===== src/rtl/dbi_pkg.sv =====
// Shared definitions for the DBI master: FSM state encoding and the
// port-logic / config-header register offsets used during bring-up.
package dbi_pkg;

   typedef enum logic [1:0] {
      ST_INIT     = 2'd0,
      ST_INIT_ACC = 2'd1,
      ST_IDLE     = 2'd2,
      ST_ACC      = 2'd3
   } dbi_state_e;

   localparam logic [31:0] MISC_CONTROL_1_ADDR = 32'h0000_08BC;
   localparam logic [31:0] PORT_LINK_CTRL_ADDR = 32'h0000_0710;
   localparam logic [31:0] STATUS_COMMAND_ADDR = 32'h0000_0004;

   localparam logic [31:0] TIMEOUT_RDATA = 32'hFFFF_FFFF;

endpackage


===== src/rtl/dbi_master.sv =====
// Single-outstanding DBI master for the RC PCIe core config space. After reset
// it optionally opens RO write protection, then runs one read/write per command.
module dbi_master
   import dbi_pkg::*;
#(
   parameter int unsigned INIT_RO_WR_EN  = 1,
   parameter logic [31:0] MISC_CTRL_ADDR = MISC_CONTROL_1_ADDR,
   parameter logic [31:0] MISC_CTRL_DATA = 32'h0000_0001,
   parameter int unsigned ACK_TIMEOUT    = 1024
) (
   input  logic        clk,
   input  logic        rst,

   input  logic        cmd_valid,
   output logic        cmd_ready,
   input  logic        cmd_write,
   input  logic [31:0] cmd_addr,
   input  logic [31:0] cmd_wdata,
   input  logic [3:0]  cmd_be,
   input  logic        cmd_cs2,

   output logic        rsp_valid,
   output logic [31:0] rsp_rdata,
   output logic        rsp_err,
   output logic        init_done,

   input  logic [31:0] drp_lbc_dbi_dout,
   input  logic        drp_lbc_dbi_ack,
   output logic [31:0] drp_dbi_din,
   output logic [3:0]  drp_dbi_wr,
   output logic [31:0] drp_dbi_addr,
   output logic        drp_dbi_cs,
   output logic        drp_dbi_cs2_exp,
   output logic [1:0]  drp_dbi_vfunc_num,
   output logic        drp_dbi_vfunc_active,
   output logic [2:0]  drp_dbi_bar_num,
   output logic        drp_dbi_rom_access,
   output logic        drp_dbi_io_access,
   output logic        drp_dbi_func_num,
   output logic        drp_app_dbi_ro_wr_disable
);

   localparam int          CW      = (ACK_TIMEOUT > 2) ? $clog2(ACK_TIMEOUT) : 1;
   localparam logic [CW-1:0] CNT_LAST = CW'(ACK_TIMEOUT - 1);

   dbi_state_e    state_q, state_d;
   logic          cs_q, cs_d;
   logic          cs2_q, cs2_d;
   logic [3:0]    wr_q, wr_d;
   logic [31:0]   addr_q, addr_d;
   logic [31:0]   din_q, din_d;
   logic [CW-1:0] cnt_q, cnt_d;
   logic          rsp_valid_q, rsp_valid_d;
   logic [31:0]   rsp_rdata_q, rsp_rdata_d;
   logic          rsp_err_q, rsp_err_d;
   logic          init_done_q, init_done_d;
   logic          ro_dis_q, ro_dis_d;

   // Ready is withheld during the response cycle so a new command never overlaps it.
   assign cmd_ready = (state_q == ST_IDLE) && !rsp_valid_q;

   always_comb begin
      state_d     = state_q;
      cs_d        = cs_q;
      cs2_d       = cs2_q;
      wr_d        = wr_q;
      addr_d      = addr_q;
      din_d       = din_q;
      cnt_d       = cnt_q;
      rsp_valid_d = 1'b0;
      rsp_rdata_d = rsp_rdata_q;
      rsp_err_d   = rsp_err_q;
      init_done_d = init_done_q;
      ro_dis_d    = ro_dis_q;

      case (state_q)
         ST_INIT: begin
            if (INIT_RO_WR_EN != 0) begin
               addr_d  = MISC_CTRL_ADDR;
               din_d   = MISC_CTRL_DATA;
               wr_d    = 4'hF;
               cs2_d   = 1'b0;
               cs_d    = 1'b1;
               cnt_d   = '0;
               state_d = ST_INIT_ACC;
            end else begin
               init_done_d = 1'b1;
               ro_dis_d    = 1'b0;
               state_d     = ST_IDLE;
            end
         end

         ST_IDLE: begin
            if (cmd_valid && cmd_ready) begin
               addr_d  = cmd_addr;
               din_d   = cmd_wdata;
               wr_d    = cmd_write ? cmd_be : 4'h0;
               cs2_d   = cmd_cs2;
               cs_d    = 1'b1;
               cnt_d   = '0;
               state_d = ST_ACC;
            end
         end

         ST_INIT_ACC, ST_ACC: begin
            if (drp_lbc_dbi_ack) begin
               cs_d    = 1'b0;
               wr_d    = 4'h0;
               cs2_d   = 1'b0;
               state_d = ST_IDLE;
               if (state_q == ST_ACC) begin
                  rsp_valid_d = 1'b1;
                  rsp_err_d   = 1'b0;
                  if (wr_q == 4'h0) rsp_rdata_d = drp_lbc_dbi_dout;
               end else begin
                  init_done_d = 1'b1;
                  ro_dis_d    = 1'b0;
               end
            end else if (cnt_q == CNT_LAST) begin
               // Abandon the access; protection stays closed if this was the init write.
               cs_d    = 1'b0;
               wr_d    = 4'h0;
               cs2_d   = 1'b0;
               state_d = ST_IDLE;
               if (state_q == ST_ACC) begin
                  rsp_valid_d = 1'b1;
                  rsp_err_d   = 1'b1;
                  rsp_rdata_d = TIMEOUT_RDATA;
               end else begin
                  init_done_d = 1'b1;
               end
            end else begin
               cnt_d = cnt_q + CW'(1);
            end
         end

         default: state_d = ST_INIT;
      endcase
   end

   always_ff @(posedge clk or posedge rst) begin
      if (rst) begin
         state_q     <= ST_INIT;
         cs_q        <= 1'b0;
         cs2_q       <= 1'b0;
         wr_q        <= 4'h0;
         addr_q      <= '0;
         din_q       <= '0;
         cnt_q       <= '0;
         rsp_valid_q <= 1'b0;
         rsp_rdata_q <= '0;
         rsp_err_q   <= 1'b0;
         init_done_q <= 1'b0;
         ro_dis_q    <= 1'b1;
      end else begin
         state_q     <= state_d;
         cs_q        <= cs_d;
         cs2_q       <= cs2_d;
         wr_q        <= wr_d;
         addr_q      <= addr_d;
         din_q       <= din_d;
         cnt_q       <= cnt_d;
         rsp_valid_q <= rsp_valid_d;
         rsp_rdata_q <= rsp_rdata_d;
         rsp_err_q   <= rsp_err_d;
         init_done_q <= init_done_d;
         ro_dis_q    <= ro_dis_d;
      end
   end

   assign rsp_valid                 = rsp_valid_q;
   assign rsp_rdata                 = rsp_rdata_q;
   assign rsp_err                   = rsp_err_q;
   assign init_done                 = init_done_q;
   assign drp_dbi_din               = din_q;
   assign drp_dbi_wr                = wr_q;
   assign drp_dbi_addr              = addr_q;
   assign drp_dbi_cs                = cs_q;
   assign drp_dbi_cs2_exp           = cs2_q;
   assign drp_app_dbi_ro_wr_disable = ro_dis_q;

   assign drp_dbi_vfunc_num    = 2'b00;
   assign drp_dbi_vfunc_active = 1'b0;
   assign drp_dbi_bar_num      = 3'b000;
   assign drp_dbi_rom_access   = 1'b0;
   assign drp_dbi_io_access    = 1'b0;
   assign drp_dbi_func_num     = 1'b0;

endmodule


===== config.mk =====
export PLATFORM = sky130hd
export DESIGN_NAME = dbi_master
export DESIGN_NICKNAME = d
export VERILOG_FILES = /design/src/rtl/dbi_pkg.sv /design/src/rtl/dbi_master.sv
export SDC_FILE = /design/constraint.sdc
export NUM_CORES = 1
export LEC_CHECK = 0
export BUFFER_PORTS_ARGS = -buffer_cell sky130_fd_sc_hd__buf_2
export CAP_MARGIN = 5
export CORE_ASPECT_RATIO = 0.75
export CORE_MARGIN = 2
export CORE_UTILIZATION = 40
export CTS_CLUSTER_SIZE = 8
export DETAILED_ROUTE_END_ITERATION = 7
export PLACE_DENSITY = 0.74
export SYNTH_ARGS = -nofsm -noshare
export SYNTH_HDL_FRONTEND = slang
export SYNTH_SLANG_ARGS = --single-unit

===== constraint.sdc =====
create_clock -name clk -period 4.4 [get_ports clk]
set_input_delay 1.1 -clock clk [delete_from_list [all_inputs] [get_ports clk]]
set_output_delay 1.1 -clock clk [all_outputs]
set_load 0.005 [all_outputs]

==> flow_summary_export.csv, run 1 <==
group,metric,value,unit
floorplan,core,0.0118,mm2
worst_setup_path,path_class,"reg2out",
detailed_routing,drtIter0Drc,283,
detailed_routing,drt-vias-per-instance,4.90,
global_route,grt_max_degree,95,
floorplan,die_h,99.8,um
clock_network,root_buffer,"clkbuf_16",
clock_network,postCtsSetupBuffers,0,
power_and_ir_drop,clockPowerShare,31.2,%
worst_setup_path,path_buf_inv,1,
detailed_routing,via_count,4191,
layout,insertedDiodeCount,0,
layout,multi_input_comb_area,0.00170,mm2
floorplan,die_area,0.0132,mm2
clock_network,cts.sinks,118,
power_and_ir_drop,power_density,715,mW/mm2
clock_network,cts_made_buffers,17,
worst_setup_path,required,3.30,ns
detailed_routing,firstDrtPassIters,4,
sta,hold_viol_final,0,
yosys,synth.largest_area_cell,"dfrtp_1",
sta,finalSetupTns,0,ns
placed_design,dp_cells,824,
floorplan,rows,34,
detailed_routing,drc,0,
sta,min_period,2.90,ns
worst_setup_path,r2r_start,"state_q[0]",
layout,drive_gt1_share,37.6,%
yosys,yosys-top-cells-area,"dfrtp_1 60%, nand2_1 11%, o21ai_1 7.0%, o22a_1 5.5%, buf_2 1.4%",
yosys,synth_seq_area_share,60.3,%
yosys,synthFlopType,"dfrtp_1",
sta,tightest_slew,1.10,ns
sta,rsz0062_at_grt,"false",
yosys,ys_types,45,
layout,layout_common_cells,"212 x buf_2, 136 x nand2_1, 117 x dfrtp_1",
sta,setup_violations,0,
clock_network,hold_buffers,0,
worst_setup_path,crit_slowest_cell,"dfrtp_1",
min_path,holdCritStartpoint,"drp_app_dbi_ro_wr_disable",
power_and_ir_drop,vdd_drop_max,301,uV
power_and_ir_drop,power_frac_seq,40.0,%
layout,n_fill_cell,1048,
yosys,synthArstFlopShare,100,%
sta,timing.fmax,345,MHz
clock_network,htreeDepth,4,
yosys,ys_warn_count,0,
worst_setup_path,start_kind,"flip-flop",
global_route,overflow,0,
yosys,syn_inst,482,
layout,instances_no_fill,856,
placed_design,dp_hpwl,8.69,mm
worst_setup_path,crit_chain,"nand2b_1 > nor2_1 > buf_2",
floorplan,io_pins,222,
yosys,netlist_area,0.00490,mm2
clock_network,cts_tree,"done",
job,cap_violations,0,
layout,register_area,0.00295,mm2
yosys,synth_top_cell_area_share,59.8,%
clock_network,cts_resized,0,
placed_design,io_buffers,212,
floorplan,initial_utilization,41.5,%
sta,report.final.slew_viol_count,0,
placed_design,routabilityCongestion,0.812,
sta,relSlewSlack,26.7,%
min_path,min_path_type,"reg2reg",
detailed_routing,ant_nets,0,
clock_network,cts_buffer_depth,2,
global_route,antenna_found_initial,0,
detailed_routing,drt_wl_total,12.3,mm
worst_setup_path,critPathMaxFanout,29,
power_and_ir_drop,p_int,3.27,mW
floorplan,die_w,132,um
power_and_ir_drop,switching_power,1.47,mW
power_and_ir_drop,combPwrFrac,28.7,%
worst_setup_path,crit_arrival,1.80,ns
power_and_ir_drop,switching_share,31.0,%
yosys,synth-edff-count,0,
worst_setup_path,end_kind,"primary output",
yosys,synth-seq-cells,118,
worst_setup_path,slowest_delay,0.88,ns
global_route,track_usage,19.1,%
worst_setup_path,cp-startpoint,"state_q[0]",
power_and_ir_drop,p_leak,3.30,nW
global_route,grt_pass1_wl,19.9,mm
sta,period_share,65.9,%
sta,hold_ws,0.461,ns
worst_setup_path,cp_top_family,"flip-flops",
yosys,avgSynthCellArea,10.2,um2
sta,fin_worst_skew,0.00591,ns
layout,fin_util,56.3,%
layout,syn_to_final_growth,35.5,%
status,status,"completed",
layout,final_common_cell,"buf_2",
layout,fin_nets,788,
clock_network,clk_pin_slew,0.05,ns
global_route,grt_pass1_vias,3916,
detailed_routing,wl_per_cell,14.3,um
clock_network,clk_latency,0.40,ns
## layer usage
layer / vias up / global-route usage (%) / part of all wire [%]
met5: - / 0 / 0
met4: 0 / 6.44 / 1.1
met3: 14 / 5.71 / 6.0
met2: 158 / 28.8 / 46
met1: 1997 / 26.6 / 47
li1: 2022 / - / -
## path summary, 6_finish.rpt
| path | depth (start not counted) | slack (ns) | end |
|---|---|---|---|
| worst max-delay path | 3 | 1.50 | cmd_ready |
| worst min-delay path | 1 | 0.46 | drp_app_dbi_ro_wr_disable |
| worst max register to register | 4 | 1.88 | cnt_q[5] |
| worst min register to register | 1 | 0.46 | drp_app_dbi_ro_wr_disable |
| max in group asynchronous | 3 | 2.71 | cnt_q[3] |
| min in group asynchronous | 2 | 0.93 | rsp_rdata[27] |
## registers in the layout, summed over array words and instances (netlist names)
register and count:
drp_dbi_addr 32, rsp_valid 1, drp_dbi_cs 1, drp_dbi_din 32, drp_dbi_cs2_exp 1, rsp_err 1, init_done 1, drp_app_dbi_ro_wr_disable 1
cnt_q 10, state_q 2, drp_dbi_wr 4, rsp_rdata 32
## per-stage QoR
step                instance area [um2]  setup slack, ns  total power, mW
finish                             6640             1.50             4.74
detailed placement                 6000             1.55             3.29
floorplan                          4930            0.173             2.61
global route                       6640             1.35             5.07
global placement                   6000             1.66             3.22
CTS                                6640             1.48             4.80
## cells by family (layout without fill, tap and decap cells)
| group | count (synthesis) | in the layout | share of synthesized area, % |
|---|---|---|---|
| compound gates | 127 | 127 | 16.9 |
| simple gates | 178 | 178 | 15.5 |
| buf+inv | 52 | 256 | 5.80 |
| flops | 118 | 118 | 60.3 |
| fa+ha+maj | 1 | 1 | 0.256 |
| mux | 5 | 5 | 1.05 |
| other cells | 1 | 9 | 0.0766 |
## worst register-to-register path, delay by kind of cell, from the launching register on
| kind | cells | cell delay, ns |
|---|---|---|
| flip-flops | 1 | 0.69 |
| AO/OA/AOI/OAI | 2 | 0.83 |
| AND/OR/NAND/NOR | 2 | 0.86 |
## cell usage after synthesis, types with 5 or more instances
cell type and n:
buf_2 14, buf_4 9, buf_6 5, clkbuf_1 12
dfrtp_1 117, inv_1 6, nand2_1 137, nor2_1 12
o21ai_0 7, o21ai_1 68, o22a_1 31
## power groups by stage
stage	logic, mW	clock network (mW)	registers, mW
finish	1.36	1.48	1.90
global route	1.53	1.57	1.97
CTS	1.39	1.51	1.90
detailed placement	1.39	0	1.90
global placement	1.34	0	1.88
floorplan	0.705	0	1.91
## area by class of cell
class	instances	share of cell area, %
clock inverter	14	3.13
tap	162	3.05
clock buffer	18	6.47
inverter	9	0.547
timing repair buffer	215	16.7
multi-input combinational	320	25.6
sequential	118	44.5
Power figures use the tool's default switching activity.
==> run 2: changes to the inputs <==
--- a/config.mk
+++ b/config.mk
@@ -5,6 +5,7 @@
 export SDC_FILE = /design/constraint.sdc
 export NUM_CORES = 1
 export LEC_CHECK = 0
+export ABC_AREA = 1
 export BUFFER_PORTS_ARGS = -buffer_cell sky130_fd_sc_hd__buf_2
 export CAP_MARGIN = 5
 export CORE_ASPECT_RATIO = 0.75
@@ -12,7 +13,7 @@
 export CORE_UTILIZATION = 40
 export CTS_CLUSTER_SIZE = 8
 export DETAILED_ROUTE_END_ITERATION = 7
-export PLACE_DENSITY = 0.74
+export PLACE_DENSITY = 0.7
 export SYNTH_ARGS = -nofsm -noshare
 export SYNTH_HDL_FRONTEND = slang
 export SYNTH_SLANG_ARGS = --single-unit
==> constraint.sdc (replaced) <==
create_clock -name clk -period 2.95 [get_ports clk]
set_input_delay 0.7375 -clock clk [delete_from_list [all_inputs] [get_ports clk]]
set_output_delay 0.7375 -clock clk [all_outputs]
set_load 0.005 [all_outputs]
==> run 2 against run 1 <==
  * First-iteration DRC count decreased by 13%
  * Global-route usage increased by 0.88 points
  * Highest routed layer unchanged
  * Combinational power is 18% higher
  * Non-clock buffer count is 7 higher
==> flow_summary_export.csv, run 2 <==
group,metric,value,unit
floorplan,die_area,0.0138,mm2
detailed_routing,drt-vias-per-instance,4.56,
worst_setup_path,r2r_slack,0.85,ns
detailed_routing,drc,0,
yosys,netlist_area,0.00515,mm2
clock_network,cts_buffer_depth,2,
yosys,yosysMostFrequentCell,"nand2_1",
clock_network,clk_latency,0.41,ns
clock_network,root_buffer,"clkbuf_16",
sta,rsz0062_at_grt,"false",
sta,hold_viol_final,0,
sta,finalSetupTns,0,ns
layout,stdcell_area,0.00687,mm2
sta,report.final.slew_viol_count,0,
detailed_routing,drt_wl_total,13.5,mm
min_path,holdPathEnd,"drp_app_dbi_ro_wr_disable",
placed_design,place_area,0.00631,mm2
yosys,ys_warn_count,0,
yosys,synth_top_cell_area_share,56.8,%
detailed_routing,drtIter0Drc,247,
worst_setup_path,required,2.21,ns
min_path,min_path_type,"reg2reg",
detailed_routing,firstDrtPassIters,5,
worst_setup_path,path_class,"reg2out",
yosys,synthFlopType,"dfrtp_1",
worst_setup_path,critPathMaxFanout,13,
yosys,yosys-top-cells-area,"dfrtp_1 57%, nand2_1 18%, inv_1 2.6%, nor4_1 2.4%, a21oi_1 2.2%",
placed_design,dp_cells,939,
min_path,holdCritStartpoint,"drp_app_dbi_ro_wr_disable",
detailed_routing,ant_nets,0,
status,status,"completed",
clock_network,postCtsSetupBuffers,0,
sta,min_period,2.27,ns
power_and_ir_drop,power,6.05,mW
layout,fin_util,55.3,%
layout,final_common_cell,"nand2_1",
yosys,syn_inst,580,
floorplan,initial_utilization,41.4,%
yosys,synth-edff-count,0,
global_route,antenna_found_initial,0,
worst_setup_path,r2r_end,"rsp_rdata[8]",
yosys,synth-seq-cells,118,
floorplan,core,0.0124,mm2
placed_design,pre_cts_ws,0.859,ns
clock_network,cts_made_buffers,17,
worst_setup_path,cp-startpoint,"state_q[0]",
yosys,synthArstFlopShare,100,%
sta,relSlewSlack,43.3,%
sta,period_share,76.9,%
power_and_ir_drop,vdd_drop_max,404,uV
sta,setup_violations,0,
worst_setup_path,crit_slowest_cell,"dfrtp_1",
yosys,avgSynthCellArea,8.89,um2
yosys,synth_common_cells,"249 x nand2_1, 117 x dfrtp_1, 36 x inv_1",
sta,tightest_slew,0.849,ns
sta,fin_worst_skew,0.00981,ns
yosys,ys_types,35,
worst_setup_path,crit_arrival,1.53,ns
layout,register_area,0.00295,mm2
layout,multi_input_comb_area,0.00183,mm2
worst_setup_path,r2r_start,"state_q[0]",
job,cap_violations,0,
global_route,grt_pass1_vias,4372,
worst_setup_path,start_kind,"flip-flop",
global_route,track_usage,20.0,%
clock_network,cts_resized,0,
global_route,grt_pass1_wl,21.3,mm
power_and_ir_drop,power_density,880,mW/mm2
worst_setup_path,end_kind,"primary output",
placed_design,io_buffers,212,
placed_design,dp_hpwl,9.64,mm
clock_network,cts_tree,"done",
yosys,synth_seq_area_share,57.3,%
worst_setup_path,crit_chain,"inv_4 > nand2_4 > nor2_8 > buf_2",
floorplan,rows,35,
detailed_routing,via_count,4425,
clock_network,htreeDepth,4,
power_and_ir_drop,p_leak,3.83,nW
layout,layout_common_cells,"249 x nand2_1, 212 x buf_2, 117 x dfrtp_1",
clock_network,cts.sinks,118,
layout,syn_to_final_growth,33.4,%
global_route,grt_max_degree,46,
floorplan,die_h,102,um
placed_design,routabilityCongestion,0.827,
floorplan,io_pins,222,
layout,fin_nets,899,
global_route,overflow,0,
detailed_routing,wl_per_cell,13.9,um
clock_network,hold_buffers,0,
layout,instances_no_fill,971,
worst_setup_path,slowest_delay,0.56,ns
sta,fin_ws,0.682,ns
sta,hold_ws,0.448,ns
layout,insertedDiodeCount,0,
min_path,holdPathStages,2,
layout,drive_gt1_share,35.2,%
floorplan,die_w,135,um
yosys,synth.largest_area_cell,"dfrtp_1",
sta,timing.fmax,441,MHz
layout,n_fill_cell,1177,
worst_setup_path,worstRegToRegCells,6,
clock_network,clk_pin_slew,0.05,ns
worst_setup_path,cp_top_family,"flip-flops",
worst_setup_path,path_buf_inv,2,
## run 2: changes by cell type in the layout (fill, tap and decap cells not counted), sizes merged, moves of 7 or more
cell   change
a21oi     +20
buf        +7
inv       +37
nand2    +118
nand3     +22
nand4     +11
nor4      +18
o21ai     -68
o22a      -24
or2       +11
## run 2: worst max-delay path by stage
stage / endpoint / slack, ns / cells after the start
4_1_cts: cmd_ready / 0.66 / 4
2_1_floorplan: cnt_q[0] / 0.77 / 1
3_3_place_gp: drp_dbi_din[29] / 0.88 / 9
6_report: cmd_ready / 0.68 / 4
5_1_grt: cmd_ready / 0.59 / 4
3_5_place_dp: drp_dbi_din[26] / 0.86 / 9
## run 2: worst reg2reg max path: cells and delay by family (launching register included)
| family | cells | cell delay [ns] |
|---|---|---|
| buffers and inverters | 2 | 0.60 |
| flip-flops | 1 | 0.65 |
| AND/OR/NAND/NOR | 4 | 0.74 |
## run 2: layout make-up
class / instances / area share, %
Sequential cell: 118 / 43.0
Multi-Input combinational cell: 394 / 26.6
Timing Repair Buffer: 222 / 16.9
Clock buffer: 18 / 6.24
Tap cell: 166 / 3.02
Inverter: 39 / 2.26
Clock inverter: 14 / 2.02
## run 2: power by group
part           switching [mW]  internal (mW)  total (mW)
Combinational           0.893          0.708        1.60
Clock                   0.800           1.18        1.98
Sequential              0.318           2.15        2.46
## run 2: metal layers
metal  wire length [um]  share of wire (%)  GRT usage [%]  vias to the layer above
met2               6090                 45           30.8                      161
met1               6070                 45           26.1                     2002
met3               1170                8.7           7.14                       12
li1                   -                  -              -                     2250
met4                185                1.4           7.61                        0
met5                  0                  0              0                        -
## run 2: kinds of logic (layout without fill, tap and decap cells)
logic type	count (synthesis)	in the layout	share of synthesized area, %
and+or+nand+nor	343	343	29.9
DFF	118	118	57.3
buffers and inverters	76	293	7.79
AOI/OAI and AO/OA	41	41	4.69
adders and majority gates	1	1	0.243
other	1	9	0.0728
==> run 3: changes to the inputs <==
--- a/config.mk
+++ b/config.mk
@@ -5,7 +5,7 @@
 export SDC_FILE = /design/constraint.sdc
 export NUM_CORES = 1
 export LEC_CHECK = 0
-export ABC_AREA = 1
+export ABC_AREA = 0
 export BUFFER_PORTS_ARGS = -buffer_cell sky130_fd_sc_hd__buf_2
 export CAP_MARGIN = 5
 export CORE_ASPECT_RATIO = 0.75
@@ -13,7 +13,7 @@
 export CORE_UTILIZATION = 40
 export CTS_CLUSTER_SIZE = 8
 export DETAILED_ROUTE_END_ITERATION = 7
-export PLACE_DENSITY = 0.7
+export PLACE_DENSITY = 0.74
 export SYNTH_ARGS = -nofsm -noshare
 export SYNTH_HDL_FRONTEND = slang
 export SYNTH_SLANG_ARGS = --single-unit
==> constraint.sdc (replaced) <==
create_clock -name clk -period 2 [get_ports clk]
set_input_delay 0.5 -clock clk [delete_from_list [all_inputs] [get_ports clk]]
set_output_delay 0.5 -clock clk [all_outputs]
set_load 0.005 [all_outputs]
==> run 3 against run 2 <==
  * Power increased by 73%
  * Setup slack got worse by 0.63 ns
  * Sequential share of layout area increased by 0.26 points
  * Combinational power increased by 100%
  * Cell area decreased by 0.60%
  * Flip-flop and latch count unchanged
  * Core utilization increased by 2.7 points
  * Via count decreased by 3.1%
  * Non-clock buffer count increased by 14
  * Count of clock-buffer cells in the layout increased by 2
  * Final cell count decreased by 9.7%
  * Wire length decreased by 6.4%
  * Critical path type is now reg2reg
  * Critical endpoint is now rsp_rdata[15]
  * Highest routed layer unchanged
==> flow_summary_export.csv, run 3 (synthesis gave the netlist of run 1 again) <==
group,metric,value,unit
layout,insertedDiodeCount,0,
job,cap_violations,0,
worst_setup_path,crit_arrival,2.22,ns
clock_network,htreeDepth,4,
sta,setup_violations,0,
sta,min_period,1.95,ns
global_route,overflow,0,
clock_network,root_buffer,"clkbuf_16",
sta,period_share,97.7,%
layout,drive_gt1_share,39.6,%
clock_network,cts_buffer_depth,2,
sta,timing.fmax,512,MHz
detailed_routing,drc,0,
floorplan,die_w,132,um
detailed_routing,drtIter0Drc,261,
worst_setup_path,required,2.27,ns
worst_setup_path,crit_chain,"ha_1 > and3_2 > a41o_2 > o2111a_2 > buf_12 > o22a_1",
sta,finalSetupTns,0,ns
detailed_routing,ant_nets,0,
floorplan,die_h,99.8,um
worst_setup_path,start_kind,"flip-flop",
clock_network,clk_latency,0.39,ns
global_route,grt_pass1_wl,20.6,mm
clock_network,cts_tree,"done",
global_route,track_usage,19.4,%
layout,final_common_cell,"buf_2",
worst_setup_path,slowest_delay,0.41,ns
layout,n_fill_cell,1022,
worst_setup_path,worstRegToRegCells,6,
floorplan,rows,34,
detailed_routing,drt-vias-per-instance,4.89,
sta,rsz0062_at_grt,"true",
worst_setup_path,critPathMaxFanout,31,
power_and_ir_drop,power_density,1530,mW/mm2
floorplan,io_pins,222,
sta,relSlewSlack,64.0,%
clock_network,cts.sinks,118,
placed_design,dp_hpwl,9.34,mm
layout,fin_nets,809,
min_path,min_path_type,"in2async",
placed_design,io_buffers,212,
sta,fin_worst_skew,0.00794,ns
power_and_ir_drop,p_leak,3.40,nW
global_route,grt_pass1_vias,4231,
global_route,antenna_found_initial,0,
layout,layout_common_cells,"212 x buf_2, 136 x nand2_1, 117 x dfrtp_1",
floorplan,die_area,0.0132,mm2
layout,fin_util,58.0,%
global_route,grt_max_degree,67,
detailed_routing,firstDrtPassIters,5,
detailed_routing,drt_wl_total,12.7,mm
floorplan,initial_utilization,41.5,%
power_and_ir_drop,vdd_drop_max,691,uV
worst_setup_path,crit_slowest_cell,"dfrtp_1",
layout,syn_to_final_growth,39.6,%
floorplan,core,0.0118,mm2
placed_design,routabilityCongestion,0.846,
sta,hold_viol_final,0,
clock_network,cts_made_buffers,17,
clock_network,clk_pin_slew,0.06,ns
detailed_routing,wl_per_cell,14.4,um
worst_setup_path,path_class,"reg2reg",
sta,report.final.slew_viol_count,0,
worst_setup_path,end_kind,"flip-flop",
sta,tightest_slew,0.534,ns
status,status,"completed",
power_and_ir_drop,power,10.5,mW
detailed_routing,via_count,4288,
## run 3: cell count changes in the layout (fill, tap and decap cells not counted), moves of 18 or more
cell     change
nand3_1     -19
inv_1       -30
nand2_1    -113
o21ai_1     +67
a21oi_1     -19
nor4_1      -18
o22a_1      +24
## run 3: worst paths after layout
path                               startpoint                to  slack (ns)
worst min register to register      init_done         init_done        0.47
worst max register to register       cnt_q[0]     rsp_rdata[15]        0.05
worst max-delay path                 cnt_q[0]     rsp_rdata[15]        0.05
worst min-delay path                      rst     rsp_rdata[21]        0.21
max in group asynchronous                 rst  drp_dbi_addr[11]        1.47
min in group clk                cmd_wdata[30]   drp_dbi_din[30]        0.31
## run 3: report_power, final
part           total [mW]  switching [mW]  internal, mW
registers            4.12           0.626          3.49
clock network        3.07            1.05          2.02
logic                3.27            1.61          1.67
## run 3: per-layer routing
metal	up-vias	part of all wire [%]	track usage (%)
li1	2070	-	-
met1	2052	46	25.8
met2	159	49	32.6
met3	7	5.4	4.24
met4	0	0.41	5.27
met5	-	0	0
## run 3: repair_timing
item / 4_1_cts / 5_1_grt
buffers inserted: 0 / 1
gates resized for setup: 0 / 1
hold buffers: 0 / 0
setup endpoints to repair: 0 / 6
## run 3: critical path, delay by kind of cell (launching register included)
kind	cells	cell delay, ns
compound gates	3	0.73
fa+ha+maj	1	0.25
buf+inv	1	0.17
flops	1	0.41
simple gates	1	0.27
## run 3: through the flow
step           cells  area [um2]  hold WS (ns)  worst slack (ns)
6_report         877        6830         0.207            0.0467
2_1_floorplan    490        4930         0.450            0.0594
3_5_place_dp     844        6210         0.460            0.0803
5_1_grt          877        6830         0.214          -0.00970
4_1_cts          876        6820         0.208            0.0531
3_3_place_gp     844        6210         0.450             0.123
## run 3: cell type report
class | count | area [um2] | share of cell area [%]
sequential | 118 | 2950 | 43.2
multi-input combinational | 320 | 1700 | 24.9
timing repair buffer | 236 | 1330 | 19.4
clock buffer | 20 | 457 | 6.68
tap | 162 | 203 | 2.97
clock inverter | 12 | 153 | 2.23
inverter | 9 | 37.5 | 0.549
